<file path="src/rtl/if_fetch_queue.sv">
// Instruction-fetch stage: owns the PC, drives the instruction-memory address and
// buffers fetched {instr, pc+step} pairs in a DEPTH-entry FIFO ahead of decode.
module if_fetch_queue #(
  parameter int unsigned ADDR_WIDTH  = 32,
  parameter int unsigned INSTR_WIDTH = 32,
  parameter int unsigned DEPTH       = 4,
  parameter int unsigned RESET_PC    = 0,
  parameter int unsigned PC_STEP     = 4
) (
  input  logic                      clock,
  input  logic                      reset,
  input  logic                      fetch_en,
  input  logic                      redirect_valid,
  input  logic [ADDR_WIDTH-1:0]     redirect_target,
  output logic [ADDR_WIDTH-1:0]     imem_addr,
  input  logic [INSTR_WIDTH-1:0]    imem_data,
  output logic                      id_valid,
  input  logic                      id_ready,
  output logic [INSTR_WIDTH-1:0]    id_instr,
  output logic [ADDR_WIDTH-1:0]     id_pc_plus,
  output logic [ADDR_WIDTH-1:0]     pc,
  output logic [$clog2(DEPTH):0]    count
);

  localparam int unsigned PTR_W = $clog2(DEPTH);
  localparam int unsigned CNT_W = PTR_W + 1;
  localparam logic [CNT_W-1:0]      FULL_CNT = CNT_W'(DEPTH);
  localparam logic [ADDR_WIDTH-1:0] STEP     = ADDR_WIDTH'(PC_STEP);
  localparam logic [ADDR_WIDTH-1:0] PC_INIT  = ADDR_WIDTH'(RESET_PC);

  typedef struct packed {
    logic [INSTR_WIDTH-1:0] instr;
    logic [ADDR_WIDTH-1:0]  pc_plus;
  } entry_t;

  entry_t                  mem [DEPTH];
  logic [PTR_W-1:0]        rd_ptr;
  logic [PTR_W-1:0]        wr_ptr;
  logic [ADDR_WIDTH-1:0]   pc_seq;
  logic                    deq;
  logic                    enq;

  // Handshake decode; a redirect suppresses both sides for the cycle.
  always_comb begin
    deq    = 1'b0;
    enq    = 1'b0;
    pc_seq = pc + STEP;
    if (!redirect_valid) begin
      deq = id_valid & id_ready;
      enq = fetch_en & ((count < FULL_CNT) | deq);
    end
  end

  assign imem_addr  = pc;
  assign id_valid   = (count != '0);
  assign id_instr   = mem[rd_ptr].instr;
  assign id_pc_plus = mem[rd_ptr].pc_plus;

  // PC, pointers, occupancy and storage.
  always_ff @(posedge clock) begin
    if (reset) begin
      pc     <= PC_INIT;
      rd_ptr <= '0;
      wr_ptr <= '0;
      count  <= '0;
      for (int unsigned i = 0; i < DEPTH; i++) begin
        mem[i] <= '0;
      end
    end else if (redirect_valid) begin
      pc     <= redirect_target;
      rd_ptr <= '0;
      wr_ptr <= '0;
      count  <= '0;
    end else begin
      if (enq) begin
        mem[wr_ptr] <= '{instr: imem_data, pc_plus: pc_seq};
        wr_ptr      <= wr_ptr + PTR_W'(1);
        pc          <= pc_seq;
      end
      if (deq) begin
        rd_ptr <= rd_ptr + PTR_W'(1);
      end
      case ({enq, deq})
        2'b10:   count <= count + CNT_W'(1);
        2'b01:   count <= count - CNT_W'(1);
        default: count <= count;
      endcase
    end
  end

endmodule

</file>
<file path="config.mk">
export PLATFORM = sky130hd
export DESIGN_NAME = if_fetch_queue
export DESIGN_NICKNAME = d
export VERILOG_FILES = /design/src/rtl/if_fetch_queue.sv
export SDC_FILE = /design/constraint.sdc
export NUM_CORES = 1
export LEC_CHECK = 0
export ABC_CLOCK_PERIOD_IN_PS = 15500
export BUFFER_PORTS_ARGS = -buffer_cell sky130_fd_sc_hd__clkbuf_2
export CORE_MARGIN = 2
export CORE_UTILIZATION = 40
export DETAILED_ROUTE_END_ITERATION = 8
export PLACE_DENSITY_LB_ADDON = 0.1
export SKIP_LAST_GASP = 1
export SYNTH_ARGS = -nofsm -noshare
export SYNTH_HDL_FRONTEND = slang
export SYNTH_SLANG_ARGS = --single-unit
export TNS_END_PERCENT = 20
</file>
<file path="constraint.sdc">
create_clock -name clock -period 15.5 [get_ports clock]
set_input_delay 3.1 -clock clock [delete_from_list [all_inputs] [get_ports clock]]
set_output_delay 3.1 -clock clock [all_outputs]
set_load 0.01 [all_outputs]
</file>
==> impl_metrics.yaml, run 1 <==
synthesis:
  synth-main-ff-cell: "sky130_fd_sc_hd__edfxtp_1"
  yosys_warnings: 0
  yosysUniqueCellTypes: 50
  synth.avg_cell_area_um2: 12.58
  synth_edf_count: 256
  most_area_hungry_cell_type_in_the_yosys_netlist: "sky130_fd_sc_hd__edfxtp_1"
  synth_area_mm2: 0.01387
  synth_nets: 1175
  synth.top_cell.area_share_pct: 55.41
  synth_top_cells_by_area: "sky130_fd_sc_hd__edfxtp_1, sky130_fd_sc_hd__mux4_2, sky130_fd_sc_hd__dfxtp_1"
  synth.yosys.seq_area_share_pct: 61.33
  postSynthCellCount: 1103
  postSynthRegisterBits: 297
  synth-async-reset-ratio_pct: 0
cts:
  cts-resized-gates: 0
  tritoncts.num_buffers: 34
  htree_levels: 2
  cts_buffer_depth: 3
  clock-sinks: 297
  tritoncts: "done"
  clk_pin_slew_worst_paths_ns: 0.06
  clk_latency_ns: 0.51
  ctsHoldBuffers: 0
  cts-root-buf: "sky130_fd_sc_hd__clkbuf_16"
  cts_setup_buffers: 0
grt:
  groute.usage.overall_pct: 20.59
  antenna_found_initial: 1
  via_count_of_the_first_global_routing_pass: 9022
  globalRouteOverflowTotal: 0
  grt_max_degree: 65
  first_pass_grt_wire_length_mm: 55.94
worst_setup_path:
  capturing_element_type_of_the_critical_path: "output port"
  critical-path-slowest-cell: "sky130_fd_sc_hd__buf_4"
  r2r_cells: 5
  critical_path.cell_chain: "buf_4 -> mux4_2 -> clkbuf_2"
  cp_slowest_stage_delay_ns: 0.84
  timing.critical_path.max_delay_family: "buffers and inverters"
  path_depth: 3
  critPathMaxFanout: 46
  critical_path_class: "reg -> out"
  cp-start-kind: "flop"
  worst-endpoint-arrival_ns: 2.82
  required_worst_endpoint_ns: 12.40
  cp.buffers_inverters: 2
die:
  die_area_mm2: 0.03619
  core_area_mm2: 0.03437
  design.portCount: 201
  chipWidth_um: 190.2
  fp-row-count: 68
  die_h_um: 190.2
  initial_core_util_pct: 40.36
layout:
  final_net_count: 1312
  synthToLayoutAreaGrowth_pct: 16.54
  most-common-layout-cells: "sky130_fd_sc_hd__edfxtp_1, sky130_fd_sc_hd__clkbuf_2, sky130_fd_sc_hd__nor2_1"
  mostFrequentLayoutCell: "sky130_fd_sc_hd__edfxtp_1"
  layout_fillers: 3222
  post_route_cells_drive_above_1_share_pct: 27.98
power:
  power.static_leakage_nw: 5.900
  cellPowerDensity_mw_per_mm2: 116.2
  vdd.ir_drop.worst_uv: 71.34
placed_design:
  place.gp.congestion: 0.8126
  port-buffer-count: 200
  place.detailed.hpwl_mm: 23.23
  place_ws_ns: 9.110
route:
  drt_iter0_markers: 521
  finalWirelength_mm: 37.25
  postRouteAntennaNets: 0
  detailedRoute.firstPassIterationCount: 5
  via_count: 9211
  viasPerCell: 5.352
  drc_errors: 0
  wl_per_cell_um: 21.65
timing:
  fin_tns_setup_ns: 0
  post-route-min-period_ns: 5.923
  max_freq_mhz: 168.8
  clock_skew_after_layout_ns: 0.01414
  worst_slew_pin_slew_ns: 1.041
  worst_rel_slew_slack_pct: 30.63
  setup-violations-final: 0
  final_min_period_over_clock_period_pct: 38.21
  timing.final.max_slew_violations: 0
  setup_repair_after_global_routing_missed_its_margin: "no"
  final_hold_viol_count: 0
  finalWorstSetupSlack_ns: 9.577
flow_run:
  max_cap_violations: 0
min_path:
  min-delay-path-class: "reg -> reg"
  hold-path-cell-count: 2
status:
  result_of_the_run: "finished clean"
-- stage by stage --
stage               power, mW  hold WS, ns  instance area [um^2]  cells  utilization [%]
floorplan               1.022       0.4847                 13870   1103                -
global placement        1.082       0.5369                 15040   1659            43.76
finish                  1.879       0.5283                 16170   1721            47.04
detailed placement      1.084       0.5132                 15040   1659            43.76
global route            1.945       0.5757                 16170   1720            47.03
CTS                     1.899       0.5383                 16170   1720            47.03
-- metal layers --
| layer | part of all wire (%) | track usage, % |
|---|---|---|
| met3 | 6.0 | 3.570 |
| met5 | 0 | 0 |
| met2 | 47 | 33.45 |
| met4 | 1.7 | 4.353 |
| met1 | 45 | 29.19 |
-- flip-flops by register name, indices dropped and copies added (netlist names), named ones only --
name	count
wr_ptr	2
rd_ptr	2
mem	256
count	3
imem_addr	32
-- worst register-to-register path, stage by stage, from the launching register on --
cell and delay, ns:
sky130_fd_sc_hd__dfxtp_1 0.36, sky130_fd_sc_hd__nor2b_1 0.15, sky130_fd_sc_hd__buf_4 0.18, sky130_fd_sc_hd__nor4_2 0.89
sky130_fd_sc_hd__or2_4 0.43, sky130_fd_sc_hd__buf_4 0.69
-- area by class of cell --
class / count / area, um^2 / share of cell area [%]
tap: 455 / 569.3 / 3.521
antenna: 1 / 2.502 / 0.01548
clock inverter: 21 / 230.2 / 1.424
inverter: 44 / 165.2 / 1.022
multi-input combinational: 648 / 4679 / 28.94
sequential: 297 / 8513 / 52.65
clock buffer: 40 / 894.6 / 5.533
timing repair buffer: 215 / 1114 / 6.887
-- report_power, final --
group | internal (mW) | switching (mW) | total (mW) | leakage (nW)
registers | 0.904 | 0.0261 | 0.930 | 3.00
logic | 0.0494 | 0.0842 | 0.134 | 2.35
clock network | 0.496 | 0.319 | 0.815 | 0.547
-- cell usage after synthesis, types with 12 or more instances --
cell type	number
sky130_fd_sc_hd__edfxtp_1	256
sky130_fd_sc_hd__nor2_1	191
sky130_fd_sc_hd__nand2_1	87
sky130_fd_sc_hd__mux4_2	64
sky130_fd_sc_hd__clkbuf_1	60
sky130_fd_sc_hd__a21oi_1	49
sky130_fd_sc_hd__inv_1	43
sky130_fd_sc_hd__dfxtp_1	41
sky130_fd_sc_hd__buf_4	32
sky130_fd_sc_hd__or4_1	27
sky130_fd_sc_hd__mux2i_1	22
sky130_fd_sc_hd__or3_1	19
sky130_fd_sc_hd__a311oi_1	17
sky130_fd_sc_hd__nand2b_1	16
sky130_fd_sc_hd__o21ai_0	16
sky130_fd_sc_hd__o31ai_1	15
sky130_fd_sc_hd__nand3_1	12
sky130_fd_sc_hd__nor4_1	12
sky130_fd_sc_hd__or2_2	12
sky130_fd_sc_hd__xor2_1	12
-- worst paths after layout --
kind	startpoint	end	slack, ns
setup / recovery	flop	id_pc_plus[30]	9.58
hold / removal	rd_ptr[1]$_SDFFE_PP0P_	flop	0.53
setup reg to reg	count[2]$_SDFFE_PP0P_	mem[1][43]$_SDFFCE_PN0P_	12.42
hold reg to reg	rd_ptr[1]$_SDFFE_PP0P_	flop	0.53
-- cells by family (layout without fill, tap and decap cells) --
| kind of cell | after synthesis | count (layout) | share of synthesized area, % |
|---|---|---|---|
| compound gates | 117 | 117 | 5.429 |
| mux | 86 | 86 | 11.98 |
| simple gates | 419 | 419 | 14.20 |
| buf+inv | 158 | 320 | 5.285 |
| other cells | 0 | 1 | 0 |
| fa+ha+maj | 3 | 3 | 0.3247 |
| xor+xnor | 23 | 23 | 1.452 |
| flops | 297 | 297 | 61.33 |
Note: power is estimated with default switching activity, not from simulation.
==> run 2, diff against run 1 <==
Settings changed: ABC_CLOCK_PERIOD_IN_PS 15500 to 5610.
Clock period 15.5 ns to 5.61 ns, I/O delays scaled along.
==> run 2 against run 1 <==
Against the previous run: critical path depth unchanged; total power grew to 2.6 times the previous value; setup slack worse by 7.7 ns; largest power group unchanged.
==> impl_metrics.yaml, run 2 (synthesis results as in run 1) <==
status:
  result_of_the_run: "finished clean"
grt:
  via_count_of_the_first_global_routing_pass: 9090
  antenna_found_initial: 0
  groute.usage.overall_pct: 20.44
  grt_max_degree: 65
  first_pass_grt_wire_length_mm: 55.60
  globalRouteOverflowTotal: 0
placed_design:
  place.gp.congestion: 0.7885
  port-buffer-count: 200
  place.detailed.hpwl_mm: 24.02
timing:
  worst_rel_slew_slack_pct: 29.30
  timing.final.max_slew_violations: 0
  final_min_period_over_clock_period_pct: 66.89
  setup_repair_after_global_routing_missed_its_margin: "no"
  clock_skew_after_layout_ns: 0.008294
  setup-violations-final: 0
  post-route-min-period_ns: 3.752
  worst_slew_pin_slew_ns: 1.060
  fin_tns_setup_ns: 0
  max_freq_mhz: 266.5
  final_hold_viol_count: 0
route:
  drt_iter0_markers: 611
  viasPerCell: 5.379
  detailedRoute.firstPassIterationCount: 5
  drc_errors: 0
  finalWirelength_mm: 36.88
  wl_per_cell_um: 21.49
  postRouteAntennaNets: 0
  via_count: 9231
worst_setup_path:
  capturing_element_type_of_the_critical_path: "output port"
  setup.worst_path.end: "id_instr[11]"
  rrSetupSlack_ns: 2.54
  r2r_cells: 5
  critPathMaxFanout: 40
  cp_slowest_stage_delay_ns: 0.91
  worst-endpoint-arrival_ns: 2.63
  critical_path_class: "reg -> out"
  worst_r2r_endpoint: "mem[0][22]$_SDFFCE_PN0P_"
  r2r_path_start: "imem_addr[2]$_SDFFE_PP0N_"
  cp-start-kind: "flop"
  required_worst_endpoint_ns: 4.49
  critical-path-slowest-cell: "sky130_fd_sc_hd__dfxtp_4"
  critical_path.cell_chain: "buf_4 -> mux4_2 -> clkbuf_2"
min_path:
  min-delay-path-class: "reg -> reg"
layout:
  antennaDiodeCount: 0
  mostFrequentLayoutCell: "sky130_fd_sc_hd__edfxtp_1"
  synthToLayoutAreaGrowth_pct: 15.46
  top_register: "mem"
  final_net_count: 1313
  post_route_cells_drive_above_1_share_pct: 27.60
  largest_register_ff_count: 256
  most-common-layout-cells: "sky130_fd_sc_hd__edfxtp_1, sky130_fd_sc_hd__clkbuf_2, sky130_fd_sc_hd__nor2_1"
  register_area_mm2: 0.008513
  layout_fillers: 3181
  area_of_the_multi_input_gates_mm2: 0.004679
die:
  core_area_mm2: 0.03437
  fp-row-count: 68
  initial_core_util_pct: 40.36
  design.portCount: 201
  die_h_um: 190.2
  die_area_mm2: 0.03619
  chipWidth_um: 190.2
flow_run:
  max_cap_violations: 0
cts:
  cts_buffer_depth: 3
  tritoncts: "done"
  cts_setup_buffers: 0
  htree_levels: 1
  clk_latency_ns: 0.55
  ctsHoldBuffers: 0
  cts-resized-gates: 0
  cts-root-buf: "sky130_fd_sc_hd__clkbuf_16"
  clk_pin_slew_worst_paths_ns: 0.06
  clock-sinks: 297
  tritoncts.num_buffers: 31
power:
  power.static_leakage_nw: 5.838
  fin_total_pwr_mw: 4.901
  vdd.ir_drop.worst_uv: 201.1
  cellPowerDensity_mw_per_mm2: 306.0
## run 2: worst max-delay path: cells and delay by family, from the launching register on
kind	cells	cell delay [ns]
flops	1	0.91
buf+inv	2	0.57
mux	1	0.57
## run 2: worst min-delay path by stage
stage / startpoint / endpoint / slack [ns] / cells after the start
2_1_floorplan: rd_ptr[1]$_SDFFE_PP0P_ / flop / 0.48 / 2
3_3_place_gp: rd_ptr[1]$_SDFFE_PP0P_ / flop / 0.54 / 2
3_5_place_dp: rd_ptr[1]$_SDFFE_PP0P_ / flop / 0.51 / 2
4_1_cts: rd_ptr[1]$_SDFFE_PP0P_ / flop / 0.54 / 2
5_1_grt: rd_ptr[1]$_SDFFE_PP0P_ / flop / 0.59 / 2
6_report: rd_ptr[1]$_SDFFE_PP0P_ / flop / 0.53 / 2
## run 2: area by class of cell
| class | instances | area share, % |
|---|---|---|
| sequential | 297 | 53.15 |
| inverter | 44 | 1.031 |
| timing repair buffer | 219 | 7.140 |
| clock inverter | 17 | 0.9530 |
| tap | 455 | 3.554 |
| multi-input combinational | 648 | 29.21 |
| clock buffer | 36 | 4.960 |
## run 2: power by group
group          total [mW]  internal [mW]  switching (mW)  leakage, nW
logic               0.367          0.137           0.230         2.38
clock network        1.96           1.14           0.824        0.464
registers            2.57           2.50          0.0745         3.00
## run 2: metrics by stage
stage               std cells  setup WS (ns)  area [um^2]  hold WS [ns]  utilization, %
floorplan                1103         0.3987        13870        0.4847               -
global placement         1663          1.497        15070        0.5352           43.84
detailed placement       1663          1.422        15070        0.5102           43.84
CTS                      1716          1.731        16020        0.5363           46.60
global route             1716          1.623        16020        0.5933           46.60
finish                   1716          1.858        16020        0.5280           46.60
## run 2: metal layers
layer  routed length [um]  track usage, %
met1                16580           29.61
met2                17700           33.32
met3                 2070           2.503
met4                  531           4.204
met5                    0               0
